--- src/rtl/aes_shiftrows_param_pkg.sv ---
// aes_pkg: shared types, NB legality check and row shift offsets for the parametrised ShiftRows unit
package aes_pkg;
  localparam int MAX_NB = 8;
  typedef logic [7:0] aes_byte_t;
  typedef aes_byte_t [MAX_NB-1:0] aes_row_t;
  typedef enum logic [1:0] {S_IDLE, S_SHIFT, S_DONE} aes_sr_state_e;
  function automatic bit nb_legal(input int nb);
    return nb == 4 || nb == 6 || nb == 8;
  endfunction
  function automatic logic [2:0] shift_offset(input int nb, input logic [1:0] row);
    return (nb == 8 && row > 2'd1) ? 3'(row) + 3'd1 : 3'(row);
  endfunction
endpackage

--- src/rtl/aes_shiftrows_param_row_rotate.sv ---
// aes_row_rotate: rotates one NB-byte row (byte c = column c) left (forward) or right (inverse) by off
module aes_row_rotate import aes_pkg::*; #(
  parameter int NB = 4
) (
  input  logic [8*NB-1:0] row_in,
  input  logic [2:0]      off,
  input  logic            inv,
  output logic [8*NB-1:0] row_out
);
  always_comb begin
    row_out = '0;
    for (int c = 0; c < NB; c++)
      for (int j = 0; j < NB; j++)
        if (j == (inv ? c + NB - int'(off) : c + int'(off)) % NB) row_out[8*c +: 8] = row_in[8*j +: 8];
  end
endmodule

--- src/rtl/aes_shiftrows_param.sv ---
// aes_shiftrows_param: row-serial (Inv)ShiftRows for NB=4/6/8 with start/finish handshake.
// Define AES_SHIFTROWS_ADDKEY_EN to fold AddRoundKey into the last SHIFT cycle.
module aes_shiftrows_param import aes_pkg::*; #(
  parameter int NB = 4,
  parameter int W  = 32 * NB
) (
  input  logic         clk,
  input  logic         rst,
  input  logic         start,
  input  logic         inv,
  input  logic [W-1:0] in,
  input  logic [W-1:0] key,
  output logic         finish,
  output logic         busy,
  output logic [W-1:0] result
);
  aes_sr_state_e state, state_n;
  logic [1:0] cnt, cnt_n;
  logic inv_q, inv_n;
  logic [W-1:0] st, st_n, shifted, shifted_k;
  logic [8*NB-1:0] rows [4];
  logic [8*NB-1:0] rot;
  if (!nb_legal(NB)) begin : g_bad_nb
    $error("aes_shiftrows_param: NB must be 4, 6 or 8");
  end
  // Only the row selected by cnt is replaced by the rotator output; the rest pass through
  for (genvar r = 0; r < 4; r++) begin : g_row
    for (genvar c = 0; c < NB; c++) begin : g_col
      assign rows[r][8*c +: 8] = st[W-1-8*(4*c+r) -: 8];
      assign shifted[W-1-8*(4*c+r) -: 8] = cnt == 2'(r) ? rot[8*c +: 8] : rows[r][8*c +: 8];
    end
  end
  aes_row_rotate #(.NB(NB)) u_rot (
    .row_in (rows[cnt]),
    .off    (shift_offset(NB, cnt)),
    .inv    (inv_q),
    .row_out(rot)
  );
`ifdef AES_SHIFTROWS_ADDKEY_EN
  assign shifted_k = cnt == 2'd3 ? shifted ^ key : shifted;
`else
  logic unused_key;
  assign unused_key = |key;
  assign shifted_k = shifted;
`endif
  always_comb begin
    state_n = state;
    cnt_n = cnt;
    inv_n = inv_q;
    st_n = st;
    case (state)
      S_IDLE: if (start) begin
        state_n = S_SHIFT;
        cnt_n = 2'd1;
        inv_n = inv;
        st_n = in;
      end
      S_SHIFT: begin
        state_n = !start ? S_IDLE : cnt == 2'd3 ? S_DONE : S_SHIFT;
        cnt_n = cnt + 2'd1;
        st_n = shifted_k;
      end
      S_DONE: state_n = start ? S_DONE : S_IDLE;
      default: state_n = S_IDLE;
    endcase
  end
  always_ff @(posedge clk or negedge rst)
    if (!rst) begin
      state <= S_IDLE;
      cnt <= '0;
      inv_q <= 1'b0;
      st <= '0;
    end else begin
      state <= state_n;
      cnt <= cnt_n;
      inv_q <= inv_n;
      st <= st_n;
    end
  assign result = st;
  assign finish = state == S_DONE;
  assign busy = state == S_SHIFT;
endmodule

--- config.mk ---
export PLATFORM = sky130hd
export DESIGN_NAME = aes_shiftrows_param
export DESIGN_NICKNAME = d
export VERILOG_FILES = /design/src/rtl/aes_shiftrows_param_pkg.sv /design/src/rtl/aes_shiftrows_param_row_rotate.sv /design/src/rtl/aes_shiftrows_param.sv
export SDC_FILE = /design/constraint.sdc
export NUM_CORES = 1
export LEC_CHECK = 0
export BUFFER_PORTS_ARGS = -buffer_cell sky130_fd_sc_hd__clkbuf_2
export CAP_MARGIN = 20
export CORE_MARGIN = 2
export CORE_UTILIZATION = 30
export CTS_BUF_LIST = sky130_fd_sc_hd__clkbuf_8
export CTS_CLUSTER_DIAMETER = 150
export DETAILED_ROUTE_END_ITERATION = 16
export PLACE_DENSITY = 0.57
export SETUP_SLACK_MARGIN = 0.05
export SYNTH_ARGS = -nofsm -noshare
export SYNTH_HDL_FRONTEND = slang
export SYNTH_SLANG_ARGS = --single-unit
--- constraint.sdc ---
create_clock -name clk -period 5.7 [get_ports clk]
set_input_delay 0.285 -clock clk [delete_from_list [all_inputs] [get_ports clk]]
set_output_delay 0.285 -clock clk [all_outputs]
set_load 0.01 [all_outputs]
==> qor.txt <==
Status = finished, final reports clean
Synth Area per Inst = 9.46 µm²
# DRC = 0
Dominant cell type by area after synthesis = dfrtp_1
Yosys top cell area share = 39.4%
Commonest non-fill, non-tap cell in the layout = clkbuf_2
Worst Setup Start Kind = register
Placer Congestion = 0.878
Latest clock arrival within the worst-skew pair = 460 ps
Final wirelength = 33600 µm
Antenna Violating Nets Remaining = 0
Area of the multi-input gates = 4700 µm²
Leakage = 4.58 nW
# IOs = 390
FP Rows = 61
Layout cells sized above 1 = 33.0%
Post-Syn Instances = 893
Cell variety after synth = 45
Full die area = 29500 µm²
Post-synthesis sequential area ratio = 39.4%
Sw frac = 50.6%
Initial Util = 30.4%
Main synth FF type = dfrtp_1
Clock Tree Buf Depth = 2
Clock power share = 12.2%
Worst VDD drop = 0.268 mV
Final Skew = 14.1 ps
Worst Max-Slew Pin Slew = 1000 ps
Peak Freq = 295 MHz
Post-CTS sizing = 0
Drt pass-1 iters = 6
Area added between synthesis and finish = 22.6%
Fin Setup TNS = 0 ps
Dpl hpwl = 24800 µm
Hold WC Path Type = input port to register
Total power per unit cell area = 694 nW/µm²
GRT Overall Usage = 22.6%
Initial DRC count = 658
Syn_nets = 1159
Synth Warn # = 0
Combinational power share = 59.6%
CP endpoint kind = register
Switching power = 0.00364 W
Required @ worst endpoint = 6000 ps
Internal power = 0.00356 W
Post-Layout Inst Area = 10400 µm²
Fillers = 2960
H-tree levels = 4
Fin crit period = 3390 ps
Total gr overflow = 0
EDFF count, synth = 0
Vias in the first global route = 7947
Core box area = 27800 µm²
CTS clk-pin slew, worst paths = 90 ps
Via density = 5.48
Pin count of the biggest net entering global routing = 72
Setup WS pre-CTS = 2390 ps
IO buf count = 261
FF/Latch Area = 3330 µm²
Die Y = 172 µm
Max Cap Viol = 0
Die width = 172 µm
First-pass GRT wire length = 49400 µm
Via count = 8170
Asr flop ratio synth = 100%
Root buffer cell = clkbuf_8
Setup violators final = 0
Cell Area, Placed = 9920 µm²
Final slew viol count = 0
Sequential share of power = 28.2%
Synth area leaders = dfrtp_1 39%, a31oi_1 8.9%, mux4_2 6.4%, mux2i_1 6.0%, nand2_1 5.9%
Slew headroom = 33.3%
Critical path arrival = 3680 ps
Antenna diodes = 0
TritonCTS clock tree = done
Seq cells post-synth = 133
Post-Syn Area = 8450 µm²
Crit-path max FO = 31
DR WL/cell = 22.5 µm
Sink Count = 133
Nets = 1365
Num CTS Buffers = 17
Most frequent cells in the layout = 260 x clkbuf_2, 132 x nand2_1, 131 x dfrtp_1
Fin crit share = 59.4%
Hold Vio Cnt, Final = 0
Final WS setup = 2310 ps
Initial antenna violation count = 0
RSZ-0062 raised after global routing = no
Critical path class = register to register
[power by group through the flow]
stage | Clock [W] | Combinational [W] | Sequential [W]
detailed placement | 0 | 0.00428 | 0.00205
CTS | 0.000892 | 0.00429 | 0.00203
global route | 0.000929 | 0.00464 | 0.00211
finish | 0.000878 | 0.00428 | 0.00203
floorplan | 0 | 0.00272 | 0.00202
global placement | 0 | 0.00424 | 0.00202
[cell usage after synthesis, drive strengths merged (3+ instances only)]
cell     count
dfrtp      133
nand2      132
nor2       124
a31oi      120
clkbuf      52
mux2i       52
nand3       37
buf         34
o22ai       32
mux4        31
o211a       17
o21ai       17
o311ai      16
a2bb2oi     14
a21oi       13
and2         8
nand2b       8
o31ai        8
a31o         7
a41o         7
ha           6
inv          6
nor2b        6
mux2         3
[kinds of logic after synthesis]
group	after synthesis	share of synthesized area [%]
adder cells (fa/ha/maj)	6	0.888
flip-flops	133	39.4
buffers and inverters	92	5.46
multiplexers	86	15.2
AO/OA/AOI/OAI	257	23.4
AND/OR/NAND/NOR	319	15.7
[routing by layer]
metal	part of all wire (%)	vias to the layer above	GRT usage, %
li1	-	3751	-
met1	43	4032	30.0
met2	48	347	37.1
met3	7.2	40	4.79
met4	2.3	0	6.58
met5	0	-	0
[state kept, by name, indices dropped and copies added (netlist names)]
name	flops
state	2
cnt	2
result	128
inv_q	1
[stage by stage]
stage,instances,util (%),hold WS [ps],power [W]
3_5_place_dp,1457,35.7,306,0.00632
4_1_cts,1490,37.3,21.9,0.00721
5_1_grt,1490,37.3,33.1,0.00768
2_1_floorplan,893,-,-10.6,0.00474
3_3_place_gp,1457,35.7,314,0.00627
6_report,1490,37.3,49.7,0.00719
[final cells by class]
class                   count  area share (%)
flip-flops and latches    133            32.2
clock buffers              20            2.66
clock inverters            12            1.47
well taps                 378            4.57
repair buffers            273            13.6
inverters                   6           0.217
multi-input cells         668            45.4
[path summary, 6_finish.rpt]
check,startpoint,end,slack [ps],depth (start not counted)
max,cnt[1],result[33],2310,6
min in group asynchronous,rst,result[107],370,2
max reg2reg,cnt[1],result[33],2310,6
min,in[71],result[71],50,3
max in group asynchronous,rst,result[15],3930,3
min reg2reg,result[94],result[94],530,2
[critical path, stage by stage, from the launching register on]
cell and delay, ps:
dfrtp_4 760, inv_1 160, ha_1 490, nand2b_1 750
o22ai_1 200, o311ai_2 670, a31oi_1 190
[timing repair]
action                                  in CTS  in global routing
endpoints found under the setup margin       0                  0
hold buffers                                 1                  0
endpoints found under the hold margin       62                  0
buffers inserted                             0                  0
(Power assumes the default switching activity.)
